===== config.mk =====
export PLATFORM = sky130hd
export DESIGN_NAME = id_exe_skid_reg
export DESIGN_NICKNAME = d
export VERILOG_FILES = /design/src/rtl/id_exe_skid_reg.sv
export SDC_FILE = /design/constraint.sdc
export NUM_CORES = 1
export LEC_CHECK = 0
export ABC_AREA = 1
export CORE_MARGIN = 2
export CORE_UTILIZATION = 55
export CTS_CLUSTER_SIZE = 14
export DETAILED_ROUTE_END_ITERATION = 6
export PLACE_DENSITY_LB_ADDON = 0.2
export SLEW_MARGIN = 10
export SYNTH_ARGS = -nofsm -noshare
export SYNTH_HDL_FRONTEND = slang
export SYNTH_SLANG_ARGS = --single-unit

===== constraint.sdc =====
create_clock -name clk -period 3.4 [get_ports clk]
set_input_delay 0.85 -clock clk [delete_from_list [all_inputs] [get_ports clk]]
set_output_delay 0.85 -clock clk [all_outputs]
set_load 0.01 [all_outputs]

===== src/rtl/id_exe_skid_reg.sv =====
// ID/EXE pipeline register with a 2-entry skid buffer, flush and perf counters.
// Status outputs decode only the state register, so EXE back-pressure never reaches ID combinationally.
module id_exe_skid_reg #(
  parameter int unsigned DATA_W = 32,
  parameter int unsigned REG_AW = 4,
  parameter int unsigned CMD_W  = 4,
  parameter int unsigned SHOP_W = 12,
  parameter int unsigned SIMM_W = 24,
  parameter int unsigned CNT_W  = 32
) (
  input  logic              clk,
  input  logic              rst,
  input  logic              in_valid,
  output logic              in_ready,
  input  logic [DATA_W-1:0] pc_in,
  input  logic [DATA_W-1:0] val_rn_in,
  input  logic [DATA_W-1:0] val_rm_in,
  input  logic [CMD_W-1:0]  exe_cmd_in,
  input  logic [REG_AW-1:0] dest_reg_in,
  input  logic [REG_AW-1:0] src1_in,
  input  logic [REG_AW-1:0] src2_in,
  input  logic [SHOP_W-1:0] shift_operand_in,
  input  logic [SIMM_W-1:0] signed_imm_24_in,
  input  logic              imm_in,
  input  logic              mem_read_in,
  input  logic              mem_write_in,
  input  logic              wb_enable_in,
  input  logic              status_update_in,
  input  logic              branch_taken_in,
  input  logic              flush,
  output logic              out_valid,
  input  logic              out_ready,
  output logic [DATA_W-1:0] pc_out,
  output logic [DATA_W-1:0] val_rn_out,
  output logic [DATA_W-1:0] val_rm_out,
  output logic [CMD_W-1:0]  exe_cmd_out,
  output logic [REG_AW-1:0] dest_reg_out,
  output logic [REG_AW-1:0] src1_out,
  output logic [REG_AW-1:0] src2_out,
  output logic [SHOP_W-1:0] shift_operand_out,
  output logic [SIMM_W-1:0] signed_imm_24_out,
  output logic              imm_out,
  output logic              mem_read_out,
  output logic              mem_write_out,
  output logic              wb_enable_out,
  output logic              status_update_out,
  output logic              branch_taken_out,
  output logic [CNT_W-1:0]  retire_count,
  output logic [CNT_W-1:0]  bubble_count
);

  typedef struct packed {
    logic [DATA_W-1:0] pc;
    logic [DATA_W-1:0] val_rn;
    logic [DATA_W-1:0] val_rm;
    logic [CMD_W-1:0]  exe_cmd;
    logic [REG_AW-1:0] dest_reg;
    logic [REG_AW-1:0] src1;
    logic [REG_AW-1:0] src2;
    logic [SHOP_W-1:0] shift_operand;
    logic [SIMM_W-1:0] signed_imm_24;
    logic              imm;
    logic              mem_read;
    logic              mem_write;
    logic              wb_enable;
    logic              status_update;
    logic              branch_taken;
  } bundle_t;

  typedef enum logic [1:0] {StEmpty, StOne, StTwo} state_e;

  state_e           state_q;
  bundle_t          main_q, skid_q, in_bundle;
  logic [CNT_W-1:0] retire_q, bubble_q;
  logic             acc, ret;

  always_comb begin
    in_bundle               = '0;
    in_bundle.pc            = pc_in;
    in_bundle.val_rn        = val_rn_in;
    in_bundle.val_rm        = val_rm_in;
    in_bundle.exe_cmd       = exe_cmd_in;
    in_bundle.dest_reg      = dest_reg_in;
    in_bundle.src1          = src1_in;
    in_bundle.src2          = src2_in;
    in_bundle.shift_operand = shift_operand_in;
    in_bundle.signed_imm_24 = signed_imm_24_in;
    in_bundle.imm           = imm_in;
    in_bundle.mem_read      = mem_read_in;
    in_bundle.mem_write     = mem_write_in;
    in_bundle.wb_enable     = wb_enable_in;
    in_bundle.status_update = status_update_in;
    in_bundle.branch_taken  = branch_taken_in;
  end

  assign out_valid = (state_q != StEmpty);
  assign in_ready  = (state_q != StTwo);
  assign acc       = in_valid & in_ready;
  assign ret       = out_valid & out_ready;

  always_ff @(posedge clk) begin
    if (!rst) begin
      state_q  <= StEmpty;
      main_q   <= '0;
      skid_q   <= '0;
      retire_q <= '0;
      bubble_q <= '0;
    end else begin
      // Counters run independently of flush: a flushed head still retired if EXE took it.
      if (ret) retire_q <= retire_q + CNT_W'(1);
      if (out_ready && !out_valid) bubble_q <= bubble_q + CNT_W'(1);

      if (flush) begin
        state_q <= StEmpty;
      end else begin
        case (state_q)
          StEmpty: begin
            if (acc) begin
              state_q <= StOne;
              main_q  <= in_bundle;
            end
          end
          StOne: begin
            if (acc && !ret) begin
              state_q <= StTwo;
              skid_q  <= in_bundle;
            end else if (acc && ret) begin
              main_q <= in_bundle;
            end else if (ret) begin
              state_q <= StEmpty;
            end
          end
          StTwo: begin
            if (ret) begin
              state_q <= StOne;
              main_q  <= skid_q;
            end
          end
          default: state_q <= StEmpty;
        endcase
      end
    end
  end

  assign pc_out            = main_q.pc;
  assign val_rn_out        = main_q.val_rn;
  assign val_rm_out        = main_q.val_rm;
  assign exe_cmd_out       = main_q.exe_cmd;
  assign dest_reg_out      = main_q.dest_reg;
  assign src1_out          = main_q.src1;
  assign src2_out          = main_q.src2;
  assign shift_operand_out = main_q.shift_operand;
  assign signed_imm_24_out = main_q.signed_imm_24;
  assign imm_out           = main_q.imm;
  // Side-effecting controls are masked during bubbles; data fields keep their last value.
  assign mem_read_out      = main_q.mem_read & out_valid;
  assign mem_write_out     = main_q.mem_write & out_valid;
  assign wb_enable_out     = main_q.wb_enable & out_valid;
  assign status_update_out = main_q.status_update & out_valid;
  assign branch_taken_out  = main_q.branch_taken & out_valid;
  assign retire_count      = retire_q;
  assign bubble_count      = bubble_q;

endmodule


Word-level counts from Yosys, hierarchy flattened
Index checks and enable logic that the tools add are counted.
{ "totals": {"word_cells": 76, "input_bits": 159, "register_bits": 374} }
{ "op_classes": {"add_sub_neg": 2, "n_bitwise": 9, "mux": 11, "eq_ne": 9, "n_reduce_logical": 12} }
{ "ops": {"columns": ["op", "n"], "rows": [
  ["$mux 154", 4],
  ["$pmux 154 s3", 1],
  ["$add 32x1->32 const B", 2],
  ["$mux 2", 5],
  ["$ne 2x2->1 const B", 5],
  ["$and 1x1->1", 7],
  ["$ne 3x3->1 const B", 2],
  ["$pmux 2 s3", 1],
  ["$reduce_and 6->1", 1],
  ["$reduce_and 4->1", 1],
  ["$logic_and 1x1->1", 3],
  ["$reduce_and 3->1", 1],
  ["$reduce_bool 3->1", 1],
  ["$eq 2x1->1 const B", 1],
  ["$eq 2x2->1 const B", 1],
  ["$logic_not 1->1", 2],
  ["$logic_not 2->1", 1],
  ["$not 1->1", 2],
  ["$reduce_bool 2->1", 1],
  ["$reduce_or 2->1", 1]
]} }

Longest topological paths before layout
Gate-level depths: netlist (run 1).
{ "logic_depth": {"word_depth": 6, "ltp_mapped": 10, "depth_no_buf": 10} }

Worst setup path before layout (run 1)
OpenSTA, ideal clock, no wires.
{ "synth_timing": {"path_type": "input to register", "startpoint": "input port out_ready", "endpoint": "register main_q (netlist bit shift_operand_out[7])", "arrival_ns": 1.963, "setup_time_ns": 0.064, "slack_ns": 1.372, "cell_stages": 9, "cell_sequence": "buf_2 inv_1 nand2_1 o21ai_2 nor3_4 buf_6 buf_2 o21ai_1 nor2_1"} }
{ "synth_between": {"elab_chain_cells": 5} }
{ "synth_lines": {"columns": ["element", "line_no", "text"], "rows": [
  ["start, declared", "32", "input logic out_ready,"],
  ["$and 1x1->1 *", "99", "assign ret = out_valid & out_ready;"],
  ["$logic_not 1->1", "124", "if (acc && !ret) begin"],
  ["$logic_and 1x1->1", "124", null],
  ["$ne 2x2->1 (no source line)", null, null],
  ["$reduce_and 6->1 (no source line) *", null, null],
  ["end signal, assigned", "120", "main_q <= in_bundle;"],
  ["end signal, assigned", "128", "main_q <= in_bundle;"],
  ["end signal, assigned", "136", "main_q <= skid_q;"],
  ["end, declared", "73", "bundle_t main_q, skid_q, in_bundle;"]
]} }
Mark *: on every way between the ends. The rest lies on a longest branch, timed or not.
A chain may end at the register's enable or synchronous reset.

Worst setup path in the final report (run 1)
{ "layout_timing": {"startpoint": "register state_q[1]", "endpoint": "output port mem_write_out"} }
{ "layout_between": {"elab_chain_cells": 2} }
{ "layout_lines": {"columns": ["element", "line_no", "text"], "rows": [
  ["start, declared", "72", "state_e state_q;"],
  ["start signal, assigned", "103", "state_q <= StEmpty;"],
  ["start signal, assigned", "114", "state_q <= StEmpty;"],
  ["start signal, assigned", "119", "state_q <= StOne;"],
  ["$reduce_bool 2->1", "96", "assign out_valid = (state_q != StEmpty);"],
  ["$and 1x1->1", "157", "assign mem_write_out = main_q.mem_write & out_valid;"],
  ["end, declared", "44", "output logic mem_write_out,"]
]} }
Every way passes these cells.

==> out/metrics.csv, run 1 <==
metric,value,unit
r2r setup slk,1070,ps
Pleak,8.111,nW
#FFs+latches synth,374,
FP Rows,65,
final setup fails,0,
Congestion Overflow GR,0,
crit path max fanout,9,
post-DP HPWL,31190,um
"Primary FF master, synth",dfxtp_1,
Tcrit/Tclk final,79.44,%
GPL Wtd Cong,0.8892,
WP data arrival,1850,ps
TNS Setup,0,ps
Reg2Reg Depth,7,
Initial DRC Count,1419,
dpl ws,467.4,ps
Starting Density,55.63,%
"commonest non-fill, non-tap cell in the layout",o21ai_0,
TritonCTS clock tree,yes,
FILL cells,2624,
final worst slack,699.1,ps
Netlist Area Pre-Place,17460,um2
pin count of the biggest net entering global routing,199,
crit end category,primary output,
syn nets,2630,
Syn. warnings,0,
switching power,2.495,mW
post-DR vias/cell,5.536,
clk sink count,374,
NumNets Final,2747,
Root Driver,clkbuf_16,
# DRC,0,
Layout area overhead,23.55,%
CTS max path bufs,3,
Sw Share,24.18,%
Port Buffers,378,
Hold Buf Count CTS,0,
worst min path class,reg -> reg,
Setup Buffers After CTS,0,
Final Hold Fails,0,
Hold EP,skid_q[12]$_SDFFE_PN0P_,
worst-skew pair later-pin latency,520,ps
number of synthesized flops with an enable pin,0,
achievable frequency,370.2,MHz
Int Power,7.824,mW
final WL,49420,um
maximum VDD drop,0.0003474,V
most frequent cells in the layout,"o21ai_0 (466), clkdlybuf4s50_1 (377), dfxtp_1 (374)",
fin crit period,2701,ps
Reg power frac,45.2,%
Routed wire per std cell,16.36,um
"Distinct cells, synth",34,
Worst-Margin Slew,780.0,ps
GRT Total Usage,28.67,%
Clk pwr share,42.6,%
Comb power frac,12.2,%
CTS Buf Count,41,
Min-Delay Path Depth,2,
Pwr Density,478.3,nW/um2
RSZ-0062 raised after global routing,no,
critical path class,reg -> out,
Max Cap Viol,0,
CP startpoint kind,flop,
syn avg cell area,7.073,um2
initial antenna violation count,9,
core region area,31390,um2
Gate Count Post-Synth,2469,
share of cells above drive strength 1,3.638,%
FF-to-FF Start,state_q[0]$_SDFFE_PP0P_,
status,finished clean,
number of global-route vias before repair,15477,
die width,182.2,um
"Seq/Total Area, Yosys",42.87,%
Post-synth ARST share,0,%
first-pass GRT wire length,79030,um
"Clk pin slew, worst setup/hold paths",60,ps
die area,33190,um2
Die Ht,182.2,um
CTS resizes,0,
IO Pins,379,
Final Max Tran Viols,0,
HP Start,skid_q[12]$_SDFFE_PN0P_,
Critical Path RT,2550,ps
slew margin rel.,48.00,%
RR Endpoint,val_rm_out[12]$_SDFFE_PN0P_,
Final ANT Viol Nets,0,
via count,16725,
1st-pass router iterations,7,
Clock Skews,6.937,ps
H-tree depth,2,
[critical path: stages, from the launching register on]
cell and delay [ps]:
dfxtp_1 380, nor2_4 330, nor2_1 80, clkdlybuf4s50_1 550
[final cells by class]
class / count / area, um2 / share of cell area, %
Tap cell: 402 / 503.0 / 2.331
Clock buffer: 60 / 1197 / 5.550
Multi-Input combinational cell: 1526 / 7239 / 33.55
Inverter: 244 / 915.9 / 4.245
Timing Repair Buffer: 399 / 4095 / 18.98
Sequential cell: 374 / 7487 / 34.70
Antenna cell: 8 / 20.02 / 0.09279
Clock inverter: 8 / 117.6 / 0.5451
[through the flow]
step                power (mW)  hold WS [ps]  area, um2  cells  utilization (%)
detailed placement       5.999         438.2      20240   2945            64.48
CTS                      10.37         447.1      21560   3013            68.66
finish                   10.32         445.1      21580   3021            68.73
floorplan                5.506         424.5      17460   2469                -
global route             10.70         464.8      21570   3020            68.72
global placement         5.974         433.0      20240   2945            64.48
[cell usage after synthesis (3+ instances only)]
master      n  share of area [%]
clkbuf_1  116                2.5
nand3b_1    4               0.17
nand3_1    52                1.5
nand4_1    20               0.72
inv_1     242                5.2
buf_2      42                1.2
nor2_2      3               0.11
nor3_1      7               0.20
nor2_1    292                6.3
nor4_1    154                5.5
buf_4     152                6.5
o21ai_1    19               0.54
nand2_1   307                6.6
xor2_1      3               0.15
o21ai_0   466                 13
dfxtp_1   374                 43
a21oi_1   181                5.2
buf_1      13               0.28
[logic make-up (layout without fill, tap and decap cells)]
group | count (synthesis) | after routing | share of synthesized area [%]
AOI/OAI and AO/OA | 675 | 675 | 19.49
xor gates and xnor gates | 4 | 4 | 0.2007
adders and majority gates | 2 | 2 | 0.1433
buffers and inverters | 569 | 711 | 15.88
DFF | 374 | 374 | 42.87
other | 0 | 8 | 0
and+or+nand+nor | 845 | 845 | 21.41
[metal layers]
layer  part of all wire (%)  routed length, um  GRT usage [%]  vias to the layer above
li1                       -                  -              -                     8274
met1                     42              20640          36.96                     7752
met2                     46              22820          46.38                      597
met3                    8.8               4369          6.925                      102
met4                    3.2               1588          11.48                        0
met5                      0                  0              0                        -
[power groups by stage]
stage	combinational [mW]	sequential [mW]	clock (mW)
3_3_place_gp	1.22	4.75	0
5_1_grt	1.37	4.68	4.64
2_1_floorplan	0.783	4.72	0
6_report	1.26	4.66	4.40
3_5_place_dp	1.24	4.75	0
4_1_cts	1.26	4.66	4.45
[how the worst max path moves through the flow]
stage / startpoint / to / slack, ps
after floorplan: out_ready / shift_operand_out[7]$_SDFFE_PN0P_ / 1370
after CTS: state_q[1]$_SDFFE_PP0P_ / mem_write_out / 680
after global routing: state_q[1]$_SDFFE_PP0P_ / mem_read_out / 620
after detailed placement: out_ready / pc_out[6]$_SDFFE_PN0P_ / 470
final: state_q[1]$_SDFFE_PP0P_ / mem_write_out / 700
after global placement: out_ready / val_rn_out[19]$_SDFFE_PN0P_ / 550
[sequential cells by signal, summed over array words and instances (netlist names), 5 cells and up]
signal             cells
shift_operand_out     12
bubble_count          32
retire_count          32
pc_out                32
val_rn_out            32
val_rm_out            32
main_q                 5
signed_imm_24_out     24
skid_q               154
(Power assumes the default switching activity.)
==> run 2: changes to the inputs <==
- CORE_UTILIZATION: 55 -> 51
- clock period: 3.4 -> 2.6 ns (I/O delays scaled with it)
==> out/metrics.csv, run 2 (synthesis gave the netlist of run 1 again) <==
metric,value,unit,change
Min-Delay Path Depth,2,,unchanged
FILL cells,2914,,+11%
Tot Pwr,13.59,mW,+32%
crit end category,primary output,,
Final Hold Fails,0,,unchanged
switching power,3.250,mW,+30%
achievable frequency,404.1,MHz,
Setup Buffers After CTS,0,,unchanged
IO Pins,379,,unchanged
maximum VDD drop,0.0004249,V,+22%
Sw Share,23.91,%,-0.26 points
fin crit period,2474,ps,
initial antenna violation count,3,,-6
post-DR vias/cell,5.407,,-2.3%
placed inst area,20600,um2,+1.8%
max reg flops,154,,unchanged
crit path max fanout,5,,-4
NumNets Final,2767,,+0.73%
first-pass GRT wire length,78530,um,-0.63%
slew margin rel.,34.47,%,-14 points
RSZ-0062 raised after global routing,no,,
Routed wire per std cell,15.89,um,-2.9%
CTS Buf Count,41,,unchanged
Layout area overhead,25.74,%,
Final Max Tran Viols,0,,unchanged
Worst-Margin Slew,983.0,ps,+202.9 ps
CTS max path bufs,3,,unchanged
Port Buffers,378,,unchanged
clk sink count,374,,unchanged
Int Power,10.34,mW,+32%
share of cells above drive strength 1,4.442,%,+0.80 points
H-tree depth,2,,unchanged
Top reg by flops,skid_q,,
placed cell count,3011,,+2.2%
TritonCTS clock tree,yes,,
Reg power frac,44.9,%,-0.3 points
TNS Setup,0,ps,unchanged
GPL Wtd Cong,0.8988,,+1.1%
Starting Density,51.95,%,-3.7 points
Reg2Reg Depth,6,,-1
WP data arrival,1820,ps,-30 ps
worst min path class,reg -> reg,,
CP startpoint kind,flop,,
via count,16669,,-0.33%
Tcrit/Tclk final,95.17,%,
"Clk pin slew, worst setup/hold paths",60,ps,about the same
Die Ht,189.0,um,+3.8%
Pwr Density,618.9,nW/um2,+29%
die area,35740,um2,+7.7%
core region area,33620,um2,+7.1%
Critical Path RT,1950,ps,-600 ps
FP Rows,67,,+3.1%
Clk pwr share,42.8,%,+0.2 points
final WL,48980,um,-0.90%
Comb power frac,12.3,%,about the same
GRT Total Usage,26.28,%,-2.4 points
CTS resizes,0,,unchanged
Max Cap Viol,0,,unchanged
critical path class,reg -> out,,
Congestion Overflow GR,0,,unchanged
Root Driver,clkbuf_16,,
"non-filler cells, final",3083,,+2.1%
"commonest non-fill, non-tap cell in the layout",o21ai_0,,
post-DP HPWL,31780,um,+1.9%
Hold Buf Count CTS,0,,unchanged
1st-pass router iterations,6,,-1
die width,189.0,um,+3.8%
Hold Slack,445.5,ps,+0.4070 ps
number of global-route vias before repair,15432,,-0.29%
Clock Skews,12.95,ps,+6.017 ps
final setup fails,0,,unchanged
pin count of the biggest net entering global routing,205,,+3.0%
Initial DRC Count,1217,,-14%
most frequent cells in the layout,"o21ai_0 (466), clkdlybuf4s50_1 (377), dfxtp_1 (374)",,
# DRC,0,,unchanged
status,finished clean,,
Finished Cell Area,21960,um2,+1.8%
Final ANT Viol Nets,0,,unchanged
worst-skew pair later-pin latency,520,ps,about the same
Pleak,8.295,nW,+2.3%
-- run 2: critical path, stage by stage (launching register included) --
cell and delay, ps:
dfxtp_1 440, inv_2 110, nand2_4 120, clkdlybuf4s50_1 640
-- run 2: metrics by stage --
stage	worst slack [ps]	util [%]
floorplan	772.3	-
global placement	120.6	61.28
detailed placement	35.28	61.28
CTS	103.3	65.31
global route	52.60	65.31
finish	125.6	65.32
-- run 2: power by group through the flow --
stage	Sequential [mW]	Clock (mW)	Combinational [mW]
floorplan	6.18	0	1.02
global placement	6.22	0	1.64
detailed placement	6.22	0	1.66
CTS	6.10	5.92	1.67
global route	6.12	6.18	1.83
finish	6.10	5.82	1.67
-- run 2: cell type report --
class                   instances  area (um2)  share of cell area, %
repair buffers                419        4395                  20.02
clock buffers                  61        1224                  5.573
inverters                     244       915.9                  4.171
flip-flops and latches        374        7487                  34.10
multi-input cells            1526        7239                  32.97
clock inverters                10       132.6                 0.6040
well taps                     448       560.5                  2.553
diodes                          1       2.502                0.01140
-- run 2: path summary, 6_finish.rpt --
kind                                start  slack, ps                                 to
setup reg to reg  state_q[0]$_SDFFE_PP0P_        620  signed_imm_24_out[8]$_SDFFE_PN0P_
hold reg to reg   skid_q[90]$_SDFFE_PN0P_        450            skid_q[90]$_SDFFE_PN0P_
setup / recovery  state_q[0]$_SDFFE_PP0P_        130                           in_ready
hold / removal    skid_q[90]$_SDFFE_PN0P_        450            skid_q[90]$_SDFFE_PN0P_
-- run 2: routing by layer --
| layer | wire length (um) | part of all wire (%) | track usage (%) | vias to the layer above |
|---|---|---|---|---|
| li1 | - | - | - | 8318 |
| met1 | 21370 | 44 | 35.10 | 7625 |
| met2 | 21780 | 44 | 41.66 | 611 |
| met3 | 3969 | 8.1 | 5.412 | 113 |
| met4 | 1844 | 3.8 | 10.37 | 2 |
| met5 | 12 | 0.025 | 0 | - |
